### src/rtl/rps_pkg.sv
// Shared types for the rock-paper-scissors match: FSM state and round-result encodings,
// LFSR feedback taps and fixed LED patterns.
package rps_pkg;

    typedef enum logic [2:0] {
        ST_IDLE   = 3'd0,
        ST_CHOOSE = 3'd1,
        ST_REVEAL = 3'd2,
        ST_SCORE  = 3'd3,
        ST_OVER   = 3'd4
    } state_e;

    typedef enum logic [1:0] {
        RES_NONE = 2'd0,
        RES_WIN  = 2'd1,
        RES_LOSE = 2'd2,
        RES_TIE  = 2'd3
    } result_e;

    // Fibonacci taps 8,6,5,4 expressed as bit positions 7,5,4,3
    localparam logic [7:0] LFSR_TAPS  = 8'b1011_1000;

    localparam logic [9:0] LED_IDLE   = 10'b1000000000;
    localparam logic [9:0] LED_CHOOSE = 10'b1011111101;

endpackage

### src/rtl/rps_lfsr.sv
// Free-running 8-bit maximal-length LFSR used as the CPU's random hand source.
// Advances every cycle; reset loads SEED (must be nonzero).
module rps_lfsr
    import rps_pkg::*;
#(
    parameter logic [7:0] SEED = 8'hA5
) (
    input  logic       clk,
    input  logic       rst_n,
    output logic [7:0] value
);

    always_ff @(posedge clk or negedge rst_n) begin
        if (!rst_n) begin
            value <= SEED;
        end else begin
            value <= {value[6:0], ^(value & LFSR_TAPS)};
        end
    end

endmodule

### src/rtl/rps_match.sv
// Rock-paper-scissors (generalised to NUM_CHOICES hands) match controller with pushbutton input.
// Optional macro RPS_LED_SCROLL_EN: rotating one-hot LED on a player win instead of all-on.
module rps_match
    import rps_pkg::*;
#(
    parameter int         NUM_CHOICES  = 3,
    parameter int         WIN_TARGET   = 3,
    parameter int         SCORE_W      = 4,
    parameter logic [7:0] LFSR_SEED    = 8'hA5,
    parameter int         SCROLL_DIV_W = 22,
    localparam int        CW           = $clog2(NUM_CHOICES)
) (
    input  logic               Clock,
    input  logic               Resetn,
    input  logic               start,
    input  logic               incbutton,
    input  logic               selectbutton,
    input  logic               clear_scores,
    input  logic               cpu_force_en,
    input  logic [CW-1:0]      cpu_force,
    output logic [CW-1:0]      player_choice,
    output logic [CW-1:0]      cpu_choice,
    output logic [SCORE_W-1:0] player_score,
    output logic [SCORE_W-1:0] cpu_score,
    output logic [1:0]         result,
    output logic [2:0]         state,
    output logic               match_over,
    output logic [9:0]         led
);

    localparam logic [CW-1:0]      MAX_CHOICE = CW'(NUM_CHOICES - 1);
    localparam logic [CW:0]        NC_EXT     = (CW+1)'(NUM_CHOICES);
    localparam logic [SCORE_W-1:0] TARGET     = SCORE_W'(WIN_TARGET);

    state_e             st;
    result_e            res;
    result_e            rev_res;
    logic               player_won;
    logic [7:0]         lfsr_val;
    logic [CW-1:0]      lfsr_pick;
    logic [CW:0]        diff;
    logic [SCORE_W-1:0] p_inc;
    logic [SCORE_W-1:0] c_inc;
    logic [9:0]         over_led;

    logic inc_s1, inc_s2, inc_s3;
    logic sel_s1, sel_s2, sel_s3;
    logic inc_press, sel_press;

    rps_lfsr #(.SEED(LFSR_SEED)) u_lfsr (
        .clk   (Clock),
        .rst_n (Resetn),
        .value (lfsr_val)
    );

    // Two synchroniser flops plus one history flop for rising-edge detection
    always_ff @(posedge Clock or negedge Resetn) begin
        if (!Resetn) begin
            {inc_s1, inc_s2, inc_s3} <= 3'b000;
            {sel_s1, sel_s2, sel_s3} <= 3'b000;
        end else begin
            {inc_s1, inc_s2, inc_s3} <= {incbutton, inc_s1, inc_s2};
            {sel_s1, sel_s2, sel_s3} <= {selectbutton, sel_s1, sel_s2};
        end
    end

    assign inc_press = inc_s2 & ~inc_s3;
    assign sel_press = sel_s2 & ~sel_s3;
    assign lfsr_pick = CW'(lfsr_val % 8'(NUM_CHOICES));

    always_comb begin
        if (player_choice >= cpu_choice) begin
            diff = {1'b0, player_choice} - {1'b0, cpu_choice};
        end else begin
            diff = {1'b0, player_choice} + NC_EXT - {1'b0, cpu_choice};
        end
        if (diff == '0) begin
            rev_res = RES_TIE;
        end else if (diff[0]) begin
            rev_res = RES_WIN;
        end else begin
            rev_res = RES_LOSE;
        end
    end

    assign p_inc = (&player_score) ? player_score : player_score + SCORE_W'(1);
    assign c_inc = (&cpu_score)    ? cpu_score    : cpu_score    + SCORE_W'(1);

    always_ff @(posedge Clock or negedge Resetn) begin
        if (!Resetn) begin
            st            <= ST_IDLE;
            res           <= RES_NONE;
            player_won    <= 1'b0;
            player_choice <= '0;
            cpu_choice    <= '0;
            player_score  <= '0;
            cpu_score     <= '0;
        end else begin
            case (st)
                ST_IDLE: begin
                    if (start) begin
                        st            <= ST_CHOOSE;
                        player_choice <= '0;
                        res           <= RES_NONE;
                        player_won    <= 1'b0;
                    end
                end
                ST_CHOOSE: begin
                    // A select press takes priority over a simultaneous increment
                    if (sel_press) begin
                        cpu_choice <= cpu_force_en ? cpu_force : lfsr_pick;
                        st         <= ST_REVEAL;
                    end else if (inc_press) begin
                        player_choice <= (player_choice == MAX_CHOICE) ? '0
                                       : player_choice + CW'(1);
                    end
                end
                ST_REVEAL: begin
                    res <= rev_res;
                    st  <= ST_SCORE;
                end
                ST_SCORE: begin
                    st <= ST_CHOOSE;
                    if (!clear_scores) begin
                        if (res == RES_WIN) begin
                            player_score <= p_inc;
                            if (p_inc == TARGET) begin
                                st         <= ST_OVER;
                                player_won <= 1'b1;
                            end
                        end else if (res == RES_LOSE) begin
                            cpu_score <= c_inc;
                            if (c_inc == TARGET) begin
                                st         <= ST_OVER;
                                player_won <= 1'b0;
                            end
                        end
                    end
                end
                ST_OVER: begin
                    if (start) begin
                        st           <= ST_CHOOSE;
                        player_score <= '0;
                        cpu_score    <= '0;
                    end
                end
                default: st <= ST_IDLE;
            endcase
            // Clear overrides any score update made above, in every state
            if (clear_scores) begin
                player_score <= '0;
                cpu_score    <= '0;
            end
        end
    end

`ifdef RPS_LED_SCROLL_EN
    logic [SCROLL_DIV_W-1:0] div;
    logic [9:0]              scroll;

    // Divider and pattern restart on every entry to OVER so the first step is a full period
    always_ff @(posedge Clock or negedge Resetn) begin
        if (!Resetn) begin
            div    <= '0;
            scroll <= 10'd1;
        end else if (st != ST_OVER) begin
            div    <= '0;
            scroll <= 10'd1;
        end else begin
            div <= div + 1'b1;
            if (&div) begin
                scroll <= {scroll[8:0], scroll[9]};
            end
        end
    end

    assign over_led = scroll;
`else
    localparam int div_w_unused = SCROLL_DIV_W;
    assign over_led = 10'h3FF;
`endif

    always_comb begin
        case (st)
            ST_IDLE:   led = LED_IDLE;
            ST_CHOOSE: led = LED_CHOOSE;
            ST_OVER:   led = player_won ? over_led : 10'h000;
            default:   led = 10'h000;
        endcase
    end

    assign result     = res;
    assign state      = st;
    assign match_over = (st == ST_OVER);

endmodule
### config.mk
export PLATFORM = sky130hd
export DESIGN_NAME = rps_match
export DESIGN_NICKNAME = d
export VERILOG_FILES = /design/src/rtl/rps_pkg.sv /design/src/rtl/rps_lfsr.sv /design/src/rtl/rps_match.sv
export SDC_FILE = /design/constraint.sdc
export NUM_CORES = 1
export LEC_CHECK = 0
export CORE_ASPECT_RATIO = 1.5
export CORE_MARGIN = 5
export CORE_UTILIZATION = 40
export CTS_CLUSTER_DIAMETER = 30
export DETAILED_ROUTE_END_ITERATION = 8
export MAX_ROUTING_LAYER = met4
export PLACE_DENSITY_LB_ADDON = 0.05
export SLEW_MARGIN = 20
export SYNTH_ARGS = -nofsm -noshare
export SYNTH_HDL_FRONTEND = slang
export SYNTH_HIERARCHICAL = 1
export SYNTH_SLANG_ARGS = --single-unit
export TNS_END_PERCENT = 5
### constraint.sdc
create_clock -name Clock -period 3.26 [get_ports Clock]
set_clock_uncertainty 0.15 [all_clocks]
set_input_delay 0.978 -clock Clock [delete_from_list [all_inputs] [get_ports Clock]]
set_output_delay 0.978 -clock Clock [all_outputs]
set_load 0.01 [all_outputs]
; Word-level counts from Yosys, hierarchy flattened
; Cells that the tools add are included.
[word_totals]
wordCells = 102
n_memories = 0
rom_bits = 0
mem_bits_rw = 0
latchBits = 0
reg_bits = 32
[classes]
mul = 0
n_lt_le_gt_ge = 1
n_addsub = 6
shifts = 0
n_div = 1
n_bitwise = 4
muxes = 37
eq_ne = 22
n_reduce_logical = 17
[op_table]
columns = operator, count
row1 = two-way mux 4 bit, 8
row2 = one-hot mux 10 bit (3 select lines), 1
row3 = two-way mux 3 bit, 8
row4 = inequality test 3 bit (second input constant), 7
row5 = one-hot mux 4 bit (2 select lines), 2
row6 = AND reduction 4 bit, 4
row7 = two-way mux 2 bit, 7
row8 = one-hot mux 3 bit (4 select lines), 1
row9 = two-way mux 10 bit, 1
row10 = inequality test 2 bit (second input constant), 5
row11 = adder 4 x 1 -> 4 bit (second input constant), 2
row12 = == test 4 x 2 -> 1 bit (second input constant), 2
row13 = modulo 8 x 2 -> 8 bit (second input constant), 1
row14 = one-hot mux 2 bit (2 select lines), 2
row15 = XOR reduction 8 bit, 1
row16 = == test 3 x 2 -> 1 bit (second input constant), 2
row17 = zero test 3 bit, 2
row18 = two-way mux 1 bit, 6
row19 = AND reduction 2 bit, 3
row20 = AND reduction 6 bit, 1
row21 = nonzero test 2 bit, 3
row22 = == test 2 bit (second input constant), 2
row23 = adder 2 x 2 -> 3 bit (second input constant), 1
row24 = == test 3 x 1 -> 1 bit (second input constant), 1
row25 = 13 further kinds, 15

; Depth between registers and ports, before layout
; Gate-level depths: netlist of the first run.
[logic_depth]
depth_word = 8
mapped_depth = 14
mapped_depth_nobuf = 13

; By module
; The synthesis of the first run kept the hierarchy.
[modules_own_cells]
columns = module, n_inst, cells_per_inst, area_each_um2, seq_area_each_um2
row1 = rps_match, 1, 215, 1804.2, 600.6
row2 = rps_lfsr, 1, 11, 231.5, 205.2

; Worst setup path before layout of the first run
; OpenSTA, ideal clock, no wires.
[synth_timing]
kind = register to register
startpoint = register u_lfsr.value[2]
endpoint = register cpu_choice[1]
path_buffers = 1
setup_slack_ns = 0.166
t_arrival_ns = 2.816
stages_incl_launch_ff = 15
required_time_ns = 2.982
cell_sequence = dfstp_2 > buf_2 > nor4bb_1 > a21oi_1 > a22o_1 > and3_4 > clkinv_4 > ha_1 > nor2_1 > mux2i_1 > ha_1 > nor3_1 > a211oi_2 > mux2i_1 > o31ai_2
[synth_between]
elab_chain_cells = 2
[synth_lines]
columns = element, line_no
row1 = "start, declared", rps_lfsr.sv:10  ; output logic [7:0] value
row2 = "start signal, assigned", rps_lfsr.sv:17  ; value <= {value[6:0], ^(value & LFSR_TAPS)};
row3 = modulo 8 x 2 -> 8 bit, rps_match.sv:69  ; assign lfsr_pick = CW'(lfsr_val % 8'(NUM_CHOICES));
row4 = two-way mux 2 bit, rps_match.sv:111  ; cpu_choice <= cpu_force_en ? cpu_force : lfsr_pick;
row5 = "end signal, assigned", rps_match.sv:111
row6 = "end, declared", rps_match.sv:22  ; output logic [CW-1:0] cpu_choice,
; No other way between the ends.
; A chain may end at the register's enable or synchronous reset.

; Final worst setup path of the first run
; Same ends and word-level chain as after synthesis.

==> results.md, run 1 <==
Setup path:
- The class of the most critical setup path is reg -> reg.
- The largest stage delay on the critical path is around 0.55 ns.
- The most frequent cell on the critical path is sky130_fd_sc_hd__mux2i_1.
- The cell with the largest stage delay on the worst path is sky130_fd_sc_hd__or4b_1.
- STA puts the critical path data required time at roughly 3.3 ns.
- STA classifies the critical path startpoint as a register.
- The worst-case register-to-register setup slack is 0.13 ns.
- Data on the critical path arrives at its endpoint at around 3.1 ns.
- Traced cell by cell, the critical path runs through or4b_1 > a21o_1 > a22o_1 > and3_4 > clkinv_4 > ha_1 > nor2_1 > mux2i_1 > ha_2 > nor4_2 > a211oi_2 > mux2i_1 > o31ai_2.
- STA classifies the critical path endpoint as a register.
- The cell depth of the worst flop-to-flop path is 13.
- The biggest fanout along the worst timing path is 8.

Detailed routing:
- After detailed routing, the average wire length per cell comes to 13.2 um.
- For this run, design rule violations remaining after detail routing come to 0.
- In this run, the number of DRC markers left after iteration 0 of detailed routing was ~100.
- The detail-routed via count per cell is 5.19.
- The first detailed-routing pass ran for 4 iterations.
- The number of nets with antenna violations after detailed routing is 0.
- The via count is between 1500 and 2000.
- Wires add up to around 4.4 mm.

Die:
- The core area is between 4000 and 5000 sq um.
- The starting density of the core is 0.417.
- In this run the horizontal extent of the chip is roughly 70 um.
- In this run the vertical extent of the chip is between 90 and 100 um.
- The floorplan has 31 rows.
- 37 I/O pins were placed.
- The floorplan die area is 6650 sq um.

Yosys:
- In the post-synthesis netlist, the biggest area contributors are sky130_fd_sc_hd__dfrtp_1, sky130_fd_sc_hd__ha_1, sky130_fd_sc_hd__dfstp_2.
- The count of different cell masters after synthesis is 50.
- Counting every net in the synthesized netlist gives between 200 and 250.
- The synthesized cell area is 2040 sq um.
- Summed over all instances, the cell type with the most area after synthesis is sky130_fd_sc_hd__dfrtp_1.
- The synthesized design contains 32 register bits.
- The count of yosys warnings during synthesis is 6.
- The count of mapped cells out of synthesis is between 200 and 250.
- Of the post-synthesis cell area, the dominant cell type holds 0.344.
- The share of the yosys chip area belonging to registers is 0.396.
- The synthesized design contains 0 enable-type register cells.
- Among all flip-flop cells after synthesis, the most frequent one is sky130_fd_sc_hd__dfrtp_1.
- The share of synthesized flip-flops with an asynchronous set or reset is 1.00.
- The average instance area after synthesis is around 9 sq um.

STA:
- The final worst-path cycle share is 0.961.
- The slew at the pin closest to its max-slew limit is about 0.42 ns.
- In the post-route analysis, the smallest setup slack over all paths is around 0.13 ns.
- The final hold violation count is 0.
- The achievable frequency is roughly 0.32 GHz.
- In this run the tightest slew margin relative to its limit is 0.723.
- Setup repair after global routing could not meet its margin everywhere.
- The minimum period implied by the final worst setup slack is between 3 and 4 ns.
- The max-slew violation count is 0.
- Setup total negative slack on the finished layout was measured at 0 ns.
- The setup-violating endpoint count in the final report is 0.

Place:
- Timing analysis after detailed placement gives a worst setup slack of ~0.023 ns.
- The wire-length estimate of the detail-placed layout is approximately 3.3 mm.
- After detailed placement, the design holds a cell count of 320.
- The final RePlAce weighted congestion is between 0.8 and 0.9.
- The count of buffers added on input and output ports is 36.

Clock network:
- The number of sinks on the clock net is 32.
- The later-pin clock latency in the skew report is ~0.28 ns.
- The clock transition at the registers of the reported paths is ~0.070 ns.
- The H-tree was split into 2 levels.
- Clock tree synthesis inserted a total of 5 buffers.
- The clock tree from TritonCTS is yes.
- The maximum count of clock buffers along a single path is 2.
- In this run the clock root is driven by a sky130_fd_sc_hd__clkbuf_8.
- The hold buffer count at CTS is 0.

Layout:
- The count of fill cells added during filler insertion is roughly 480.
- Registers take roughly 810 sq um.
- The share of post-route cells with drive strength above 1 is 0.114.
- The post-route non-filler standard cell count is ~330.
- The footprint of the multi-input gates is between 1000 and 1500 sq um.
- In the final design database the tool counted between 200 and 300 nets.
- The area growth from synthesis to final layout is 25.1%.
- The number of antenna diodes in the final layout is 0.

Power:
- The static leakage is 1.07 nW.
- The internal portion of the total power is ~0.0010 W.
- The switching share of power is 0.370.
- Of the total power, the clock network draws 0.198.
- Total power for the finished layout comes to about 0.0016 W.
- The worst-case IR drop observed on VDD is between 0.00015 and 0.0002 V.
- The share of total power dissipated in sequential elements is 0.348.
- The total power divided by cell area is around 630 nW/um^2.
- The relative contribution of combinational cells to total power is 0.454.
- The switching power summed over all nets is 0.000591 W.

Worst hold path:
- Along the worst hold path, the cell count comes to 0.
- The worst min-delay path category is reg -> reg.

Global route:
- The pin count of the biggest net entering global routing is 33.
- The total global routing overflow is 0.
- The number of global-route vias before repair is ~1700.
- The wire length of the first global-routing pass is between 7 and 8 mm.
- The initial antenna violation count was 0.
- The overall fraction of global-route tracks in use is 0.147.

Flow run:
- The number of maximum-capacitance violations is 0.

Outcome:
- The run finished with clean final reports.
## worst max-delay path: cells and delay by family (launching register included)
family          cells  cell delay (ns)
mux                 2             0.46
flops               1             0.41
compound gates      4             0.72
fa+ha+maj           2             0.40
simple gates        4             0.83
buf+inv             1             0.05
## logic make-up (layout without fill, tap and decap cells)
| logic type | Yosys count | count (layout) | synth area share |
|---|---|---|---|
| fa+ha+maj | 11 | 11 | 0.0750 |
| xor+xnor | 9 | 9 | 0.0387 |
| flops | 32 | 32 | 0.396 |
| buf+inv | 28 | 65 | 0.0688 |
| simple gates | 81 | 81 | 0.205 |
| compound gates | 59 | 59 | 0.186 |
| mux | 6 | 6 | 0.0301 |
## final timing paths
path	startpoint	to
min reg2reg	sel_s1$_DFF_PN0_	sel_s2$_DFF_PN0_
max	u_lfsr/value[2]$_DFF_PN1_	cpu_choice[1]$_DFFE_PN0P_
max reg2reg	u_lfsr/value[2]$_DFF_PN1_	cpu_choice[1]$_DFFE_PN0P_
min	sel_s1$_DFF_PN0_	sel_s2$_DFF_PN0_
max in group asynchronous	Resetn	u_lfsr/value[0]$_DFF_PN1_
min in group asynchronous	Resetn	player_score[3]$_DFFE_PN0P_
## registers in the layout, summed over array words and instances (netlist names)
| name | cells |
|---|---|
| u_lfsr/value | 8 |
| cpu_score | 4 |
| player_score | 4 |
| state | 3 |
| cpu_choice | 2 |
| player_choice | 2 |
| result | 2 |
| inc_s1 | 1 |
| inc_s2 | 1 |
| inc_s3 | 1 |
| player_won | 1 |
| sel_s1 | 1 |
| sel_s2 | 1 |
| sel_s3 | 1 |
## power groups by stage
stage / Clock [W] / Combinational [W] / Sequential (W)
2_1_floorplan: 0 / 0.000463 / 0.000552
3_3_place_gp: 0 / 0.000728 / 0.000564
3_5_place_dp: 0 / 0.000732 / 0.000565
4_1_cts: 0.000327 / 0.000735 / 0.000557
5_1_grt: 0.000351 / 0.000813 / 0.000568
6_report: 0.000316 / 0.000725 / 0.000556
## layout by cell type (no fill, tap or decap), types with 2 or more instances in the layout
master	instances
sky130_fd_sc_hd__a21o_1	2
sky130_fd_sc_hd__nor4_2	2
sky130_fd_sc_hd__dfstp_2	4
sky130_fd_sc_hd__o31ai_1	2
sky130_fd_sc_hd__inv_1	13
sky130_fd_sc_hd__nor3_1	4
sky130_fd_sc_hd__dfrtp_1	27
sky130_fd_sc_hd__buf_4	6
sky130_fd_sc_hd__nand3b_1	3
sky130_fd_sc_hd__nand2b_1	2
sky130_fd_sc_hd__o22ai_1	2
sky130_fd_sc_hd__o21bai_1	2
sky130_fd_sc_hd__xnor2_1	6
sky130_fd_sc_hd__o21ai_0	14
sky130_fd_sc_hd__clkdlybuf4s50_1	36
sky130_fd_sc_hd__xor2_1	3
sky130_fd_sc_hd__a31oi_1	5
sky130_fd_sc_hd__clkinv_2	2
sky130_fd_sc_hd__a21boi_0	2
sky130_fd_sc_hd__nor2b_1	2
sky130_fd_sc_hd__nor2_1	21
sky130_fd_sc_hd__a21oi_1	16
sky130_fd_sc_hd__clkbuf_8	6
sky130_fd_sc_hd__fa_1	2
sky130_fd_sc_hd__nand2_1	25
sky130_fd_sc_hd__ha_1	8
sky130_fd_sc_hd__nand3_1	11
sky130_fd_sc_hd__mux2i_1	5
sky130_fd_sc_hd__a22o_1	2
sky130_fd_sc_hd__or3b_1	2
sky130_fd_sc_hd__a211oi_1	2
## per-stage QoR
step	instance area, sq um	hold WS, ns	utilization
3_3_place_gp	2440	0.183	0.499
5_1_grt	2550	0.232	0.521
3_5_place_dp	2440	0.189	0.499
4_1_cts	2530	0.206	0.518
2_1_floorplan	2040	0.181	-
6_report	2550	0.203	0.521
## Yosys cell counts, types with 3 or more instances
library cell,n
sky130_fd_sc_hd__dfrtp_1,28
sky130_fd_sc_hd__nand2_1,25
sky130_fd_sc_hd__nor2_1,21
sky130_fd_sc_hd__a21oi_1,17
sky130_fd_sc_hd__o21ai_0,14
sky130_fd_sc_hd__inv_1,13
sky130_fd_sc_hd__nand3_1,11
sky130_fd_sc_hd__ha_1,9
sky130_fd_sc_hd__buf_4,7
sky130_fd_sc_hd__xnor2_1,6
sky130_fd_sc_hd__a31oi_1,5
sky130_fd_sc_hd__mux2i_1,5
sky130_fd_sc_hd__clkbuf_1,4
sky130_fd_sc_hd__dfstp_2,4
sky130_fd_sc_hd__nor3_1,4
sky130_fd_sc_hd__buf_2,3
sky130_fd_sc_hd__nand3b_1,3
sky130_fd_sc_hd__xor2_1,3
## final cells by class
cell class                      count  area share
Multi-Input combinational cell    166       0.430
Clock buffer                        6      0.0324
Tap cell                           66      0.0324
Sequential cell                    32       0.317
Timing Repair Buffer               43       0.161
Inverter                           14      0.0226
Clock inverter                      2     0.00393
## timing repair
| item | CTS | global route |
|---|---|---|
| buffers inserted | 0 | 1 |
| endpoints found under the setup margin | 0 | 9 |
| resized for setup | 0 | 3 |
## layer usage
layer  part of all wire  GRT usage  vias to the layer above
met5                  0          -                        -
met4              0.019     0.0551                        0
met3              0.043     0.0278                        6
met2               0.51      0.246                       39
met1               0.43      0.169                      803
li1                   -          -                      861
Note: power is estimated with default switching activity, not from simulation.
==> run 2: changes to the inputs <==
- CORE_MARGIN: 5 -> default
- CORE_UTILIZATION: 40 -> 47
- CTS_CLUSTER_SIZE: default -> 20
==> run 2 against run 1 <==
- sequential share of layout area is 0.84 points lower
- sequential cell count stayed put
- via count is 3.3% higher
- critical path type unchanged
- highest routed layer unchanged
==> results.md, run 2 (synthesis gave the netlist of run 1 again) <==
Outcome:
- The run finished with clean final reports.

Clock network:
- The number of levels the H-tree was split into came to 2 (unchanged).
- The number of sinks on the clock net was 32 (unchanged).
- The clock transition at the registers of the reported paths is 0.07 ns (about the same).
- The later-pin clock latency in the skew report was 0.28 ns (about the same).
- The maximum count of clock buffers along a single path came to 2 (unchanged).
- In this run the clock root is driven by a sky130_fd_sc_hd__clkbuf_8.
- The number of buffers added by the clock tree synthesis step is 5 (unchanged).
- TritonCTS built the clock tree.

Setup path:
- The biggest fanout along the worst timing path is 6 (-2).
- The signal on the critical path passes through buf_6 > or4b_4 > a21o_1 > a22o_1 > and3_4 > clkinv_4 > ha_4 > nor2_4 > mux2i_2 > ha_2 > nor4_4 > a211oi_2 > mux2i_1 > o31ai_2.
- The cell depth of the worst flop-to-flop path is 14 (+1).
- The launching instance or port of the critical path is u_lfsr/value[2]$_DFF_PN1_.
- The worst-case register-to-register setup slack is 0.009 ns (-0.12 ns).
- The most critical setup path has its endpoint at cpu_choice[1]$_DFFE_PN0P_.
- The arrival time of the worst setup path came to 3.26 ns (+0.12 ns).
- The startpoint class of the critical path is a register.
- The startpoint of the lowest-slack register-to-register path is u_lfsr/value[2]$_DFF_PN1_.
- The required time reported for the critical path endpoint was 3.27 ns (about the same).
- The number of cells on the critical path is 14 (+1).
- The cell with the largest stage delay on the worst path is sky130_fd_sc_hd__or4b_4.
- The largest stage delay on the critical path is 0.47 ns (-0.08 ns).
- STA classifies the critical path endpoint as a register.
- The kind of cell with the highest combined delay along the critical path is compound AO/OA/AOI/OAI gates.
- The worst register-to-register path ends at cpu_choice[1]$_DFFE_PN0P_.
- The class of the most critical setup path is reg -> reg.
- The count of buffer and inverter cells on the critical path came to 2 (+1).

STA:
- The slack of the critical path is 0.00942 ns (-0.119 ns).
- The worst-case headroom to the max-slew limit came to 0.714 (-0.00826).
- The slew at the pin closest to its max-slew limit came to 0.428 ns (+0.0124 ns).
- The max-slew violation count was 0 (unchanged).
- Setup repair after global routing could not meet its margin everywhere.
- The final hold violation count is 0 (unchanged).
- The achievable frequency is 0.308 GHz (-3.7%).
- The final worst-path cycle share came to 0.997 (+0.0365).
- The setup TNS is 0 ns (unchanged).
- The setup-violating endpoint count in the final report is 0 (unchanged).
- The minimum period implied by the final worst setup slack came to 3.25 ns (+0.119 ns).

Die:
- The core area came to 4170 sq um (-15%).
- The die span in y is 82.6 um (-15%).
- The floorplan die area was 4600 sq um (-31%).
- The floorplan row count is 29 (-6.5%).
- The starting density of the core is 0.488 (+0.0713).
- The die span in x is 55.7 um (-18%).
- The number of primary I/O pins is 37 (unchanged).

Detailed routing:
- The final routed DRC violation total is 0 (unchanged).
- The post-detailed-route wirelength per cell is 13.6 um (+2.4%).
- The number of nets with antenna violations after detailed routing is 0 (unchanged).
- The iteration count of the initial detailed-routing pass is 4 (unchanged).
- The detail-routed via count per cell was 5.59 (+7.5%).
- The initial detailed-routing violation count is 50 (-50%).
- The total wirelength of the detailed-routed design was 4.28 mm (-1.6%).
- The via count is 1765 (+3.3%).

Place:
- The instance count after placement with tap cells included is 302 (-5.6%).
- The final RePlAce weighted congestion is 0.756 (-7.9%).
- The number of input and output port buffers inserted came to 36 (unchanged).
- The pre-CTS setup slack is -0.0303 ns (-0.0534 ns).
- The total placed instance area is 2430 sq um (-0.41%).
- The detailed placer's ending HPWL is 3.25 mm (-0.61%).

Global route:
- The number of global-route vias before repair is 1616 (-2.7%).
- The wire length of the first global-routing pass is 7.12 mm (-4.7%).
- The total global routing overflow came to 0 (unchanged).
- The initial antenna violation count was 0 (unchanged).
- The overall fraction of global-route tracks in use came to 0.203 (+0.0559).
- The pin count of the biggest net entering global routing is 33 (unchanged).

Power:
- The static leakage is 1.10 nW (+3.0%).
- The worst IR drop on VDD was 0.000600 V (+220%).
- The total power divided by cell area is 604 nW/um^2 (-3.8%).

Layout:
- The utilization after layout is 0.626 (+0.105).
- The post-route standard cell area excluding fillers came to 2610 sq um (+2.6%).
- The number of flip-flops in the largest register is 8 (unchanged).
- Leaving out fill and tap cells, the most frequent cells in the layout are sky130_fd_sc_hd__clkdlybuf4s50_1, sky130_fd_sc_hd__dfrtp_1, sky130_fd_sc_hd__nand2_1, sky130_fd_sc_hd__nor2_1, sky130_fd_sc_hd__a21oi_1.
- The count of fill cells added during filler insertion is 372 (-23%).
- The register with the most flip-flops is u_lfsr/value.
- In the final layout, the registers with the most flip-flops are u_lfsr/value: 8 flops, cpu_score: 4 flops, player_score: 4 flops.
- The number of antenna diodes came to 0 (unchanged).
- The share of post-route cells with drive strength above 1 is 0.144 (+0.0304).
- The area growth from synthesis to final layout is 28.3%.
- The post-route non-filler standard cell count came to 316 (-4.0%).
- The number of nets at the end of the flow was 289 (+2.5%).
- Leaving out fill and tap cells, the most frequent cell in the layout is sky130_fd_sc_hd__clkdlybuf4s50_1.

Flow run:
- The number of maximum-capacitance violations is 0 (unchanged).

Worst hold path:
- In this run the worst hold path is classified as reg -> reg.
[run 2: changes by cell type in the layout (fill, tap and decap cells not counted), sizes merged]
cell,change
clkinvlp,+2
clkinv,-1
buf,+8
clkbuf,-2
[run 2: report_power, final]
| group | internal [W] | switching [W] |
|---|---|---|
| Sequential | 0.000459 | 0.0000843 |
| Clock | 0.000151 | 0.000152 |
| Combinational | 0.000382 | 0.000349 |
[run 2: final cells by class]
class	count	area (sq um)	area share
Tap cell	46	57.6	0.0220
Clock inverter	3	23.8	0.00910
Timing Repair Buffer	50	469	0.180
Inverter	14	57.6	0.0220
Clock buffer	5	68.8	0.0264
Sequential cell	32	806	0.309
Multi-Input combinational cell	166	1130	0.432
[run 2: worst register-to-register path, stage by stage, from the launching register on]
cell                       delay, ns
sky130_fd_sc_hd__dfstp_2        0.40
sky130_fd_sc_hd__buf_6          0.12
sky130_fd_sc_hd__or4b_4         0.47
sky130_fd_sc_hd__a21o_1         0.19
sky130_fd_sc_hd__a22o_1         0.23
sky130_fd_sc_hd__and3_4         0.17
sky130_fd_sc_hd__clkinv_4       0.05
sky130_fd_sc_hd__ha_4           0.13
sky130_fd_sc_hd__nor2_4         0.04
sky130_fd_sc_hd__mux2i_2        0.22
sky130_fd_sc_hd__ha_2           0.26
sky130_fd_sc_hd__nor4_4         0.06
sky130_fd_sc_hd__a211oi_2       0.29
sky130_fd_sc_hd__mux2i_1        0.27
sky130_fd_sc_hd__o31ai_2        0.08
[run 2: stage by stage]
stage                     hold slack [ns]  total power [W]
final                               0.200          0.00158
after global routing                0.214          0.00171
after CTS                           0.203          0.00160
after detailed placement            0.186          0.00129
after global placement              0.190          0.00128
after floorplan                     0.181          0.00101
[run 2: metal layers]
layer,wire (um),track usage,vias to the layer above
met4,40,0.0600,0
met5,0,-,-
met2,2370,0.396,31
li1,-,-,882
met1,1760,0.208,848
met3,108,0.0343,4
[run 2: worst min-delay path by stage]
| stage | start | to | cells past startpoint |
|---|---|---|---|
| finish | sel_s1$_DFF_PN0_ | sel_s2$_DFF_PN0_ | 0 |
| global route | sel_s1$_DFF_PN0_ | sel_s2$_DFF_PN0_ | 0 |
| CTS | sel_s1$_DFF_PN0_ | sel_s2$_DFF_PN0_ | 0 |
| detailed placement | sel_s1$_DFF_PN0_ | sel_s2$_DFF_PN0_ | 0 |
| global placement | sel_s1$_DFF_PN0_ | sel_s2$_DFF_PN0_ | 0 |
| floorplan | inc_s1$_DFF_PN0_ | inc_s2$_DFF_PN0_ | 0 |
[run 2: what timing repair did]
| item | CTS | global route |
|---|---|---|
| hold endpoints to repair | 0 | 0 |
| setup buffers | 2 | 4 |
| gates cloned | 0 | 0 |
| resized for setup | 1 | 10 |
| endpoints found under the setup margin | 2 | 2 |
| hold buffers | 0 | 0 |
| pin swaps | 1 | 8 |
